### config.mk
export PLATFORM = sky130hd
export DESIGN_NAME = scdb_readout
export DESIGN_NICKNAME = d
export VERILOG_FILES = /design/src/rtl/scdb_readout.sv
export SDC_FILE = /design/constraint.sdc
export NUM_CORES = 1
export LEC_CHECK = 0
export BUFFER_PORTS_ARGS = -buffer_cell sky130_fd_sc_hd__buf_2
export CORE_MARGIN = 1.5
export CORE_UTILIZATION = 54
export CTS_BUF_LIST = sky130_fd_sc_hd__clkbuf_4 sky130_fd_sc_hd__clkbuf_8
export DETAILED_ROUTE_END_ITERATION = 12
export GPL_TIMING_DRIVEN = 0
export PLACE_DENSITY = 0.85
export SYNTH_ARGS = -nofsm -noshare
export SYNTH_HDL_FRONTEND = slang
export SYNTH_SLANG_ARGS = --single-unit
### constraint.sdc
create_clock -name clk -period 5.1 [get_ports clk]
set_clock_uncertainty 0.15 [all_clocks]
set_input_delay 0.255 -clock clk [delete_from_list [all_inputs] [get_ports clk]]
set_output_delay 0.255 -clock clk [all_outputs]
set_load 0.01 [all_outputs]
### src/rtl/scdb_readout.sv
// Drains completed waveforms from the secondary buffer into a 16-bit valid/ready frame stream.
// Latency: header pop to first word 1 cycle; data request to first data word 2 cycles.
// Backpressure: out_ready low freezes the current word; buffer reads are only issued between words.
module scdb_readout #(
    parameter int P_HDR_WIDTH  = 113,
    parameter int P_DATA_WIDTH = 85,
    parameter int P_MAX_WORDS  = 512,
    parameter int P_CNT_WIDTH  = 32
) (
    input  logic                    clk,
    input  logic                    rst,
    input  logic                    en,
    input  logic                    buf_hdr_empty,
    input  logic [P_HDR_WIDTH-1:0]  buf_hdr_data,
    output logic                    buf_hdr_rdreq,
    input  logic [P_DATA_WIDTH-1:0] buf_data,
    output logic                    buf_rdreq,
    output logic                    buf_rddone,
    output logic [15:0]             out_data,
    output logic                    out_valid,
    input  logic                    out_ready,
    output logic                    out_last,
    output logic                    busy,
    output logic                    overrun,
    output logic [P_CNT_WIDTH-1:0]  frame_cnt
);

    localparam int WC_W = $clog2(P_MAX_WORDS + 1);

    typedef enum logic [2:0] {
        S_IDLE,
        S_HDR_SEND,
        S_DATA_REQ,
        S_DATA_WAIT,
        S_DATA_SEND,
        S_DONE
    } state_t;

    state_t                 state_q, state_d;
    logic [127:0]           shift_q, shift_d;
    logic [2:0]             word_idx_q, word_idx_d;
    logic [WC_W-1:0]        word_cnt_q, word_cnt_d;
    logic                   flag_q, flag_d;
    logic                   overrun_q, overrun_d;
    logic [P_CNT_WIDTH-1:0] frame_cnt_q, frame_cnt_d;

    logic start;
    logic accept;
    logic term;
    logic hdr_end;
    logic data_end;

    assign start    = en && !buf_hdr_empty;
    assign accept   = out_valid && out_ready;
    // A waveform ends on its flagged word or when the word budget is exhausted.
    assign term     = flag_q || (word_cnt_q == WC_W'(P_MAX_WORDS));
    assign hdr_end  = accept && (word_idx_q == 3'd7);
    assign data_end = accept && (word_idx_q == 3'd5);

    always_ff @(posedge clk) begin
        if (rst) begin
            state_q     <= S_IDLE;
            shift_q     <= '0;
            word_idx_q  <= '0;
            word_cnt_q  <= '0;
            flag_q      <= 1'b0;
            overrun_q   <= 1'b0;
            frame_cnt_q <= '0;
        end else begin
            state_q     <= state_d;
            shift_q     <= shift_d;
            word_idx_q  <= word_idx_d;
            word_cnt_q  <= word_cnt_d;
            flag_q      <= flag_d;
            overrun_q   <= overrun_d;
            frame_cnt_q <= frame_cnt_d;
        end
    end

    always_comb begin
        state_d = state_q;
        case (state_q)
            S_IDLE:      if (start) state_d = S_HDR_SEND;
            S_HDR_SEND:  if (hdr_end) state_d = S_DATA_REQ;
            S_DATA_REQ:  state_d = S_DATA_WAIT;
            S_DATA_WAIT: state_d = S_DATA_SEND;
            S_DATA_SEND: if (data_end) state_d = term ? S_DONE : S_DATA_REQ;
            S_DONE:      state_d = S_IDLE;
            default:     state_d = S_IDLE;
        endcase
    end

    always_comb begin
        shift_d     = shift_q;
        word_idx_d  = word_idx_q;
        word_cnt_d  = word_cnt_q;
        flag_d      = flag_q;
        overrun_d   = overrun_q;
        frame_cnt_d = frame_cnt_q;
        case (state_q)
            S_IDLE: begin
                if (start) begin
                    shift_d    = 128'(buf_hdr_data);
                    word_idx_d = '0;
                    word_cnt_d = '0;
                    flag_d     = 1'b0;
                end
            end
            S_HDR_SEND: begin
                if (accept) begin
                    shift_d    = {shift_q[111:0], 16'h0000};
                    word_idx_d = hdr_end ? 3'd0 : word_idx_q + 3'd1;
                end
            end
            S_DATA_REQ: begin
                word_cnt_d = word_cnt_q + WC_W'(1);
            end
            S_DATA_WAIT: begin
                // Data word sits in the top 96 bits so words shift out of the same window as the header.
                shift_d    = {96'(buf_data), 32'h0000_0000};
                flag_d     = buf_data[P_DATA_WIDTH-1];
                word_idx_d = '0;
            end
            S_DATA_SEND: begin
                if (accept) begin
                    shift_d    = {shift_q[111:0], 16'h0000};
                    word_idx_d = data_end ? 3'd0 : word_idx_q + 3'd1;
                    if (data_end && term && !flag_q) begin
                        overrun_d = 1'b1;
                    end
                end
            end
            S_DONE: begin
                frame_cnt_d = frame_cnt_q + P_CNT_WIDTH'(1);
            end
            default: begin
                shift_d = shift_q;
            end
        endcase
    end

    // Outputs are forced low while rst is held so the stream and buffer strobes are quiet in reset.
    always_comb begin
        out_valid     = 1'b0;
        out_data      = 16'h0000;
        out_last      = 1'b0;
        buf_hdr_rdreq = 1'b0;
        buf_rdreq     = 1'b0;
        buf_rddone    = 1'b0;
        busy          = 1'b0;
        if (!rst) begin
            out_valid     = (state_q == S_HDR_SEND) || (state_q == S_DATA_SEND);
            out_data      = out_valid ? shift_q[127:112] : 16'h0000;
            out_last      = (state_q == S_DATA_SEND) && (word_idx_q == 3'd5) && term;
            buf_hdr_rdreq = (state_q == S_IDLE) && start;
            buf_rdreq     = (state_q == S_DATA_REQ);
            buf_rddone    = (state_q == S_DONE);
            busy          = (state_q != S_IDLE);
        end
    end

    assign overrun   = overrun_q;
    assign frame_cnt = frame_cnt_q;

endmodule

* Word-level counts from Yosys, hierarchy flattened
Index checks and enable logic that the tools add are counted.
** Operators by class
- Add/sub/neg operators :: 3
- Eq/ne operators :: 14
- Muxes and demuxes :: 26
- Reduce and logical (&&, ||, !) cells :: 26
** Operator list (count)
- one-hot mux 128 bit (3 select lines) :: 1
- 2-to-1 mux 128 bit :: 2
- adder 32 x 1 -> 32 bit (second input constant) :: 1
- 2-to-1 mux 16 bit :: 2
- 2-to-1 mux 3 bit :: 9
- one-hot mux 10 bit (2 select lines) :: 1
- one-hot mux 3 bit (5 select lines) :: 1
- == test 3 bit (second input constant) :: 4
- one-hot mux 3 bit (4 select lines) :: 1
- adder 10 x 1 -> 10 bit (second input constant) :: 1
- == test 10 bit (second input constant) :: 1
- 2-to-1 mux 10 bit :: 1
- != test 2 bit (second input constant) :: 5
- logical AND 1 bit :: 9
- AND reduction 3 bit :: 3
- 2-to-1 mux 1 bit :: 7
- == test 3 x 2 -> 1 bit (second input constant) :: 2
- nonzero test 3 bit :: 2
- AND reduction 2 bit :: 2
- AND reduction 4 bit :: 1
- nonzero test 2 bit :: 2
- nonzero test 4 bit :: 1
- adder 3 x 1 -> 3 bit (second input constant) :: 1
- == test 3 x 1 -> 1 bit (second input constant) :: 1
- other kinds (6) :: 8
** Storage, ports and cells
- Flip-flop bits (word level) :: 178
- Input bits :: 203
- Output and inout port bits :: 55
- Logic and storage cells :: 76

* Depth between registers and ports, before layout
- Word-level depth :: 8
- Mapped depth :: 8

* Worst setup path after synthesis
OpenSTA, ideal clock, no wires.
- Kind :: reg-to-output
- Start point :: reg state_q[0]
- End point :: out out_data[10]
- Arrival :: 1.512 ns
- Setup slack :: 3.183 ns
- Stages on the path, launching flop included :: 6
- Buffers on the path :: 2
- Cells stage by stage :: dfxtp_1 > buf_4 > xnor2_1 > nor3_1 > clkbuf_1 > and2_1
** Between the ends
- Cells in the longest elaborated chain, start to end :: 4
- Elaborated cells on any way between the ends :: 5
** RTL lines
- from (decl) :: RTL line 39 : state_t state_q, state_d;
- from (signal assigned) :: RTL line 70 : state_q <= state_d;
- == test 3 x 1 -> 1 bit or == test 3 bit (tied branches) :: RTL line 152 : out_valid = (state_q == S_HDR_SEND) || (state_q == S_DATA_SEND);
- logical OR 1 bit * :: RTL line 152
- 2-to-1 mux 16 bit * :: RTL line 153 : out_data = out_valid ? shift_q[127:112] : 16'h0000;
- 2-to-1 mux 16 bit * :: RTL line 151 : if (!rst) begin
- to (decl) :: RTL line 19 : output logic [15:0] out_data,
Mark *: on every way between the ends. The rest lies on a longest branch, timed or not.

* Worst setup path in the final report
- Start point :: reg state_q[0]
- End point :: out out_data[6]
The elaborated chain is that of the path after synthesis.

==> metrics.txt <==
top cells by count, synth 178 x dfxtp_1, 152 x nor2_1, 118 x nand2_1, 81 x a211oi_1; largest net degree at the start of global routing 17; Cell variety after synth 58; cells on worst reg2reg path 7; critical path capture point type output port; FP Rows 45; Worst-Margin Slew 0.802 ns; Fillers 1286; Mapped Area 8530 sq um; Final WS setup 2.09 ns; Seq/Total Area, Yosys 41.8%; final hold vios 0; global-route wire length before repair 42300 microns; Final TNS setup 0 ns; chip width 129 microns; maxcap violations 0; Syn Inst Count about 1000; router iterations before antenna repair 7; critical path's slowest cell nor3_1; Hold Path Sink shift_q[17]$_SDFFE_PP0P_; area share of the largest cell type after synthesis 41.8%; asr flop ratio synth 0%; share of layout cells above drive strength 1 25.1%; total gr overflow 0; DP Worst Slack 2.64 ns; RSZ-0062 raised after global routing no; Synth Register Bits 178; relative slew slack 46.1%; worst skew pair latency 0.47 ns; Setup CP Type register to output port; most common cell in the netlist dfxtp_1; critical-path cell list buf_4 > xnor2_1 > nor3_1 > clkbuf_1 > and2_1 > buf_2; Top Ports 258; CTS Sinks between 150 and 200; peak supply drop 0.168 mV; Final nets 1545; DR vias 9163; vias in the first global route 8565; DP HPWL 20400 microns; pins over their slew limit 0; Initial Util between 50% and 60%; Crit Path Max Fanout 10; top_reg_cell synth dfxtp_1; YS warnings 0; Starting DRT DRC Count between 700 and 800; TritonCTS Buffers 17; GRT Overall Usage around a third; Tcrit/Tclk final roughly 59%; CP Launch Type register; GPL Wtd Cong 0.950; reg2reg setup slack 2.58 ns; post-DR vias/cell 5.87; mean post-synth cell area roughly 8 sq um; Syn Nets 1244; Detailed Route WL about 27000 microns; Die H 129 microns; Routed Antenna Nets 0; hold_ws 0.0194 ns; clock buffer depth 2; Die Area 16600 sq um; worst hold start buf_hdr_data[17]; Worst EP required 4.70 ns; CP max stage delay between 0.6 and 0.7 ns; post-synth top area cell dfxtp_1; Finish-stage setup viols 0; CTS root buffer clkbuf_8; core area between 15000 and 20000 sq um; Hold Crit Depth 3; Max Fclk 332 MHz; outcome complete, no violations; LEAKAGE 4.30 nW; multi-input logic area 4480 sq um; Area growth, synth to finish 26.8%; register area between 3000 and 4000 sq um; largest cells by area after synthesis dfxtp_1 42%, a211oi_1 7.1%, nor2_1 6.7%; Min-Delay Path Class primary input to register; Worst-path clk slew around 0.090 ns; number of enable flip-flop cells after synthesis 0; initial antenna violation count 2; Tmin final between 3 and 4 ns; DRC 0; Port Buf Inserts 256; Critical R2R Capture shift_q[111]$_SDFFE_PP0P_; Pwr Density 300 nW/um^2; Clock H-tree levels 4; CP arrival about 2.6 ns; CTS tree built; Reg-to-Reg Start state_q[1]$_SDFFE_PP0P_; DR WL/cell 17.3 microns
[routing by layer]
metal  vias up  wire, microns  GRT usage, %
met5         -              0             0
met4         0            971          15.0
met3        72           2090          6.78
met2       462          12700          53.2
met1      4232          11200          41.8
li1       4397              -             -
[how the worst max path moves through the flow]
stage | startpoint | to | slack, ns | cells past startpoint
after floorplan | state_q[0]$_SDFFE_PP0P_ | out_data[10] | 3.18 | 5
after global placement | state_q[0]$_SDFFE_PP0P_ | out_data[6] | 2.63 | 6
after detailed placement | state_q[2]$_SDFFE_PP0P_ | shift_q[81]$_SDFFE_PP0P_ | 2.64 | 8
after CTS | state_q[0]$_SDFFE_PP0P_ | out_data[14] | 2.10 | 6
after global routing | state_q[0]$_SDFFE_PP0P_ | out_data[7] | 1.85 | 6
final | state_q[0]$_SDFFE_PP0P_ | out_data[6] | 2.09 | 6
[worst max-delay path: cells and delay by family (launching register included)]
| family | cells | cell delay, ns |
|---|---|---|
| XOR/XNOR | 1 | 0.27 |
| AND/OR/NAND/NOR | 2 | 0.88 |
| buffers and inverters | 3 | 0.65 |
| flip-flops | 1 | 0.33 |
[cell type report]
type	count	area share (%)
multi-input combinational	750	41.5
timing repair buffer	282	14.3
tap	211	2.44
buffer	95	4.01
clock buffer	21	2.56
antenna	2	0.0463
clock inverter	11	1.85
sequential	178	33.0
inverter	12	0.417
[cell families after synthesis]
family | synth area share [%]
buf+inv | 5.62
simple gates | 22.9
fa+ha+maj | 0.880
mux | 0.528
flops | 41.8
xor+xnor | 3.08
compound gates | 25.2
[state kept, by name, summed over array words and instances, names as in the netlist]
name        flops
frame_cnt      32
overrun         1
word_idx_q      3
word_cnt_q     10
state_q         3
flag_q          1
shift_q       128
[placed cells by master (no fill, tap or decap), types with 17 or more instances in the layout]
master	n
a22oi_1	19
and2_1	20
nand3_1	28
xor2_1	18
o2111ai_1	21
a22o_1	17
nand2_1	118
a211oi_1	81
clkbuf_8	19
o21ai_0	28
nor3_1	24
clkbuf_1	60
a221oi_1	60
dfxtp_1	178
nor2_1	152
buf_2	279
a21oi_1	49
dlygate4sd3_1	26
or3_1	23
[what timing repair did]
item	in CTS	in global routing
gates resized for setup	0	0
endpoints found under the hold margin	27	0
hold buffers	26	0
buffers inserted	0	0
[where the power goes]
group          leakage, nW  internal, W  switching [W]
combinational         2.61     0.000221       0.000330
clock                0.234     0.000625       0.000529
sequential            1.45      0.00148      0.0000538
total                 4.30      0.00233       0.000913
[per-stage QoR]
stage          util [%]  cell area, sq um  power (W)  instances
5_1_grt            70.6             10800    0.00337       1561
6_report           70.6             10800    0.00324       1562
3_5_place_dp       65.8             10100    0.00209       1502
4_1_cts            70.6             10800    0.00322       1560
2_1_floorplan         -              8530    0.00188       1035
3_3_place_gp       65.8             10100    0.00207       1502
Note: power is estimated with default switching activity, not from simulation.
